--- src/rtl/crash_course_cpu_pkg.sv ---
// rtl/crash_course_cpu_pkg.sv - shared types and encodings for the crash-course CPU sequencer
package crash_course_cpu_pkg;

    typedef enum logic [1:0] {
        SEQ_IDLE  = 2'd0,
        SEQ_RUN   = 2'd1,
        SEQ_FAULT = 2'd2
    } seq_state_e;

    localparam logic [1:0] CAUSE_NONE      = 2'b00;
    localparam logic [1:0] CAUSE_OVERFLOW  = 2'b01;
    localparam logic [1:0] CAUSE_UNDERFLOW = 2'b10;

    // Flag select value that never reads a flag; with the invert bit it means "always"
    localparam int COND_NONE = 0;

endpackage

--- src/rtl/crash_course_cpu_return_stack.sv ---
// rtl/crash_course_cpu_return_stack.sv - parametrised LIFO of return addresses
module crash_course_cpu_return_stack #(
    parameter int DATA_WIDTH = 8,
    parameter int DEPTH      = 4,
    parameter int DEPTH_W    = $clog2(DEPTH + 1)
) (
    input  logic                  clk,
    input  logic                  rst,
    input  logic                  clr,
    input  logic                  push,
    input  logic                  pop,
    input  logic [DATA_WIDTH-1:0] push_data,
    output logic [DATA_WIDTH-1:0] top_data,
    output logic [DEPTH_W-1:0]    depth,
    output logic                  full,
    output logic                  empty
);

    logic [DATA_WIDTH-1:0] mem_q [DEPTH];
    logic [DEPTH_W-1:0]    depth_q;
    logic [DEPTH_W-1:0]    depth_d;

    assign full  = (depth_q == DEPTH_W'(DEPTH));
    assign empty = (depth_q == '0);
    assign depth = depth_q;

    always_comb begin
        depth_d = depth_q;
        if (clr) begin
            depth_d = '0;
        end else if (push && !full) begin
            depth_d = depth_q + DEPTH_W'(1);
        end else if (pop && !empty) begin
            depth_d = depth_q - DEPTH_W'(1);
        end
    end

    always_ff @(posedge clk) begin
        if (rst) begin
            depth_q <= '0;
        end else begin
            depth_q <= depth_d;
        end
    end

    // Entry contents are deliberately left unreset; only depth decides validity
    always_ff @(posedge clk) begin
        for (int i = 0; i < DEPTH; i++) begin
            if (!rst && !clr && push && !full && depth_q == DEPTH_W'(i)) begin
                mem_q[i] <= push_data;
            end
        end
    end

    always_comb begin
        top_data = '0;
        for (int i = 0; i < DEPTH; i++) begin
            if (depth_q == DEPTH_W'(i + 1)) begin
                top_data = mem_q[i];
            end
        end
    end

endmodule

--- src/rtl/crash_course_cpu_sequencer.sv ---
// rtl/crash_course_cpu_sequencer.sv - program counter sequencer with call stack and fault detection
module crash_course_cpu_sequencer
    import crash_course_cpu_pkg::*;
#(
    parameter int ADDR_WIDTH  = 8,
    parameter int STACK_DEPTH = 4,
    parameter int FLAG_COUNT  = 2,
    parameter int RESET_ADDR  = 0,
    parameter int CSEL_W      = $clog2(FLAG_COUNT + 1),
    parameter int DEPTH_W     = $clog2(STACK_DEPTH + 1)
) (
    input  logic                  clk,
    input  logic                  clk_en,
    input  logic                  sync_rst,
    input  logic                  system_start,
    input  logic                  system_enabled,
    input  logic                  stall,
    input  logic                  jump_enable,
    input  logic                  branch_enable,
    input  logic                  branch_relative,
    input  logic [ADDR_WIDTH-1:0] branch_destination,
    input  logic [CSEL_W:0]       branch_condition,
    input  logic                  call_enable,
    input  logic                  return_enable,
    input  logic [FLAG_COUNT-1:0] flag_register,
    input  logic                  fault_clear,
    output logic [ADDR_WIDTH-1:0] program_counter,
    output logic [DEPTH_W-1:0]    stack_depth,
    output logic                  stack_empty,
    output logic                  stack_full,
    output logic                  fault,
    output logic [1:0]            fault_cause
);

    localparam logic [ADDR_WIDTH-1:0] RESET_PC = ADDR_WIDTH'(RESET_ADDR);

    seq_state_e            state_q, state_d;
    logic [ADDR_WIDTH-1:0] pc_q, pc_d;
    logic [1:0]            cause_q, cause_d;

    logic                  stk_push, stk_pop, stk_clr;
    logic [ADDR_WIDTH-1:0] stk_top;
    logic                  stk_full, stk_empty;

    logic [CSEL_W-1:0]     cond_sel;
    logic                  sel_flag;
    logic                  cond_met;
    logic                  advance;
    logic [ADDR_WIDTH-1:0] pc_inc;
    logic [ADDR_WIDTH-1:0] target;

    assign cond_sel = branch_condition[CSEL_W-1:0];

    // Out-of-range selects read as 0, so they only ever act through the invert bit
    always_comb begin
        sel_flag = 1'b0;
        for (int i = COND_NONE + 1; i <= FLAG_COUNT; i++) begin
            if (cond_sel == CSEL_W'(i)) begin
                sel_flag = flag_register[i-1];
            end
        end
    end

    assign cond_met = branch_condition[CSEL_W] ^ sel_flag;
    assign advance  = clk_en && (state_q == SEQ_RUN) && system_enabled && !stall;
    assign pc_inc   = pc_q + ADDR_WIDTH'(1);
    // Offset is already PC-wide, so a plain modulo add is the sign-extended add
    assign target   = branch_relative ? (pc_q + branch_destination) : branch_destination;

    always_comb begin
        state_d  = state_q;
        pc_d     = pc_q;
        cause_d  = cause_q;
        stk_push = 1'b0;
        stk_pop  = 1'b0;
        stk_clr  = 1'b0;
        if (clk_en) begin
            case (state_q)
                SEQ_IDLE: begin
                    pc_d = RESET_PC;
                    if (system_start) begin
                        state_d = SEQ_RUN;
                    end
                end
                SEQ_RUN: begin
                    if (advance) begin
                        if (jump_enable && return_enable) begin
                            if (stk_empty) begin
                                state_d = SEQ_FAULT;
                                cause_d = CAUSE_UNDERFLOW;
                            end else begin
                                stk_pop = 1'b1;
                                pc_d    = stk_top;
                            end
                        end else if (jump_enable && call_enable) begin
                            if (stk_full) begin
                                state_d = SEQ_FAULT;
                                cause_d = CAUSE_OVERFLOW;
                            end else begin
                                stk_push = 1'b1;
                                pc_d     = target;
                            end
                        end else if (jump_enable) begin
                            pc_d = target;
                        end else if (branch_enable && cond_met) begin
                            pc_d = target;
                        end else begin
                            pc_d = pc_inc;
                        end
                    end
                end
                SEQ_FAULT: begin
                    if (fault_clear) begin
                        state_d = SEQ_IDLE;
                        pc_d    = RESET_PC;
                        cause_d = CAUSE_NONE;
                        stk_clr = 1'b1;
                    end
                end
                default: begin
                    state_d = SEQ_IDLE;
                    pc_d    = RESET_PC;
                    cause_d = CAUSE_NONE;
                end
            endcase
        end
    end

    always_ff @(posedge clk) begin
        if (sync_rst) begin
            state_q <= SEQ_IDLE;
            pc_q    <= RESET_PC;
            cause_q <= CAUSE_NONE;
        end else begin
            state_q <= state_d;
            pc_q    <= pc_d;
            cause_q <= cause_d;
        end
    end

    crash_course_cpu_return_stack #(
        .DATA_WIDTH (ADDR_WIDTH),
        .DEPTH      (STACK_DEPTH),
        .DEPTH_W    (DEPTH_W)
    ) u_return_stack (
        .clk       (clk),
        .rst       (sync_rst),
        .clr       (stk_clr),
        .push      (stk_push),
        .pop       (stk_pop),
        .push_data (pc_inc),
        .top_data  (stk_top),
        .depth     (stack_depth),
        .full      (stk_full),
        .empty     (stk_empty)
    );

    assign program_counter = pc_q;
    assign stack_empty     = stk_empty;
    assign stack_full      = stk_full;
    assign fault           = (state_q == SEQ_FAULT);
    assign fault_cause     = cause_q;

endmodule

--- config.mk ---
export PLATFORM = sky130hd
export DESIGN_NAME = crash_course_cpu_sequencer
export DESIGN_NICKNAME = d
export VERILOG_FILES = /design/src/rtl/crash_course_cpu_pkg.sv /design/src/rtl/crash_course_cpu_return_stack.sv /design/src/rtl/crash_course_cpu_sequencer.sv
export SDC_FILE = /design/constraint.sdc
export NUM_CORES = 1
export LEC_CHECK = 0
export CORE_MARGIN = 2
export CORE_UTILIZATION = 55
export CTS_BUF_LIST = sky130_fd_sc_hd__clkbuf_16
export CTS_CLUSTER_DIAMETER = 40
export CTS_CLUSTER_SIZE = 25
export DETAILED_ROUTE_END_ITERATION = 6
export HOLD_SLACK_MARGIN = 0.12
export PLACE_DENSITY_LB_ADDON = 0.08
export SLEW_MARGIN = 0
export SYNTH_ARGS = -nofsm -noshare
export SYNTH_HDL_FRONTEND = slang
export SYNTH_SLANG_ARGS = --single-unit
--- constraint.sdc ---
create_clock -name clk -period 5.6 [get_ports clk]
set_clock_uncertainty 0.1 [all_clocks]
set_input_delay 1.12 -clock clk [delete_from_list [all_inputs] [get_ports clk]]
set_output_delay 1.12 -clock clk [all_outputs]
set_load 0.005 [all_outputs]
==> flow_metrics.tcl <==
set metrics [dict create \
    multi_input_area_um2 1439 \
    num_rows 25 \
    endpoint_kind "flip-flop" \
    post-cts-setup-buffers 0 \
    antenna_found_initial 0 \
    rsz0062_at_grt "no" \
    vias_per_cell 5.954 \
    drt_iter0_drc 153 \
    crit_arrival_ps 3630 \
    io_buffer_count 40 \
    dpl_worst_slack_ps 1458 \
    p_per_area_nw_per_um2 246.6 \
    grt_overflow 0 \
    fin_tns_setup_ps 0 \
    die_y_um 75.20 \
    required_ps 5390 \
    coreArea_um2 4817 \
    gp_congestion 0.8759 \
    worst_pin_slew_ps 1088 \
    reg2regPathDepth 7 \
    die_x_um 75.20 \
    relSlewSlack_pct 27.34 \
    fmax_ghz 0.2608 \
    finalNetCount 340 \
    hpwlAfterDp_um 4629 \
    layout_setup_ws_ps 1766 \
    clockBufferDepth 2 \
    dpl_cell_area_um2 3214 \
    synthCells 264 \
    hold_viol 0 \
    clk-insertion-delay-late_ps 280 \
    cp_max_fo 14 \
    cts_buffers 5 \
    ys_async_sr_fraction_pct 0 \
    start_util_pct 57.87 \
    grt_pass1_wl_um 9625 \
    cp-start-kind "input port" \
    htreeDepth 2 \
    ys_ff_latch 47 \
    yosysWarnings 0 \
    vias 2191 \
    path_clk_slew_ps 60 \
    layout-drive-gt1-share_pct 7.973 \
    final_area_um2 3378 \
    cts.repair.resized 0 \
    yosys.cell_types.count 58 \
    min_path_type "flip-flop to flip-flop" \
    wl_per_cell_um 16.19 \
    final_cells 368 \
    place_inst 360 \
    globalRouteTotalUtil_pct 22.63 \
    avgSynthCellArea_um2 10.56 \
    peakVddDrop_mv 0.1507 \
    n_antenna_cell 0 \
    grt_max_degree 18 \
    synth_ff_type "edfxtp_1" \
    wirelength_um 5959 \
    yosysSeqAreaShare_pct 45.24 \
    drv_cap 0 \
    setup_viol 0 \
    hold_slack_ps 384.7 \
    syn_nets 304 \
    drtPass1Iterations 4 \
    io_pins 41 \
    timing.final.max_slew_violations 0 \
    p_leak_nw 1.110 \
    cts_hold_buf 0 \
    worstHoldPathCells 2 \
    die-area_um2 5654 \
    regArea_um2 1261 \
    outcome "finished, final reports clean" \
    grt_pass1_vias 1960 \
    fillCellCount 390 \
    syn_area_um2 2788 \
    drtAntennaViolNets 0 \
    critPathKind "input port to flip-flop" \
    synth_edf_count 32 \
    cts_tree "built" \
    clock_sinks 47 \
    area_delta_synth_final_pct 21.18 \
    fin_crit_sh_pct 68.46 \
    drc 0 \
    root_buffer "clkbuf_16" \
    finalCriticalPeriod_ps 3834 \
]
-- layout by cell type, fill, tap and decap left out, drive strengths merged, types with 4 or more instances in the layout --
cell	count
a21oi	18
a22oi	8
a311oi	7
clkbuf	5
clkdlybuf4s50	40
dfxtp	15
edfxtp	32
ha	14
inv	8
mux2i	4
nand2	9
nand2b	12
nand3	8
nand3b	7
nor2	20
nor2b	7
o211ai	11
o21ai	13
o32ai	5
xnor2	7
-- flip-flops by register name, summed over array words and instances, names as in the netlist --
name,flops
state_q,2
u_return_stack.depth,3
fault_cause,2
program_counter,8
u_return_stack.mem_q,32
-- path summary, 6_finish.rpt --
kind / from / endpoint / slack, ps
max: jump_enable / u_return_stack.mem_q[1][0] / 1770
min: fault_cause[0] / fault_cause[0] / 380
max reg2reg: u_return_stack.depth[1] / u_return_stack.mem_q[1][0] / 2410
min reg2reg: fault_cause[0] / fault_cause[0] / 380
-- metrics by stage --
step	total power, W	util [%]
finish	0.0008331	70.13
CTS	0.0008365	70.13
global placement	0.0005156	66.73
global route	0.0008702	70.13
detailed placement	0.0005176	66.73
floorplan	0.0004702	-
-- cell families after synthesis --
kind of cell / after synthesis / share of synthesized area [%]
flops: 47 / 45.24
xor+xnor: 10 / 3.142
buf+inv: 19 / 3.142
simple gates: 86 / 18.36
mux: 4 / 1.436
fa+ha+maj: 15 / 7.002
compound gates: 83 / 21.68
-- Yosys cell counts, types with 8 or more instances --
cell type | count | share of area [%]
nand2_1 | 9 | 1.2
a21oi_1 | 16 | 2.9
a22oi_1 | 8 | 2.2
nand3_1 | 8 | 1.4
nand2b_1 | 11 | 2.5
ha_1 | 14 | 6.3
nor2_1 | 19 | 2.6
dfxtp_1 | 15 | 11
edfxtp_1 | 32 | 34
o21ai_0 | 13 | 2.3
o211ai_1 | 11 | 3.0
-- metal layers --
metal  vias up  share of wire (%)  track usage, %
met1      1035                 47           32.76
li1       1096                  -               -
met3         4                4.2           3.748
met2        56                 48           35.58
met5         -                  0               0
met4         0               0.87           5.848
-- critical path, stage by stage --
cell and delay (ps):
clkdlybuf4s50_1 760, nand3b_1 270, nor4b_4 390, nand2b_1 170, nor3b_1 910
-- report_power, final --
part / switching, W / total, W / leakage [nW] / internal, W
clock network: 0.000114 / 0.000322 / 0.0812 / 0.000208
logic: 0.0000603 / 0.000121 / 0.613 / 0.0000603
registers: 0.0000114 / 0.000391 / 0.416 / 0.000379
-- final cells by class --
class,count,share of cell area (%)
Sequential cell,47,37.33
Multi-Input combinational cell,198,42.59
Tap cell,67,2.481
Timing Repair Buffer,40,11.85
Clock buffer,5,3.704
Clock inverter,3,1.148
Inverter,8,0.8889
No activity file was read; power rests on OpenSTA's default activity.
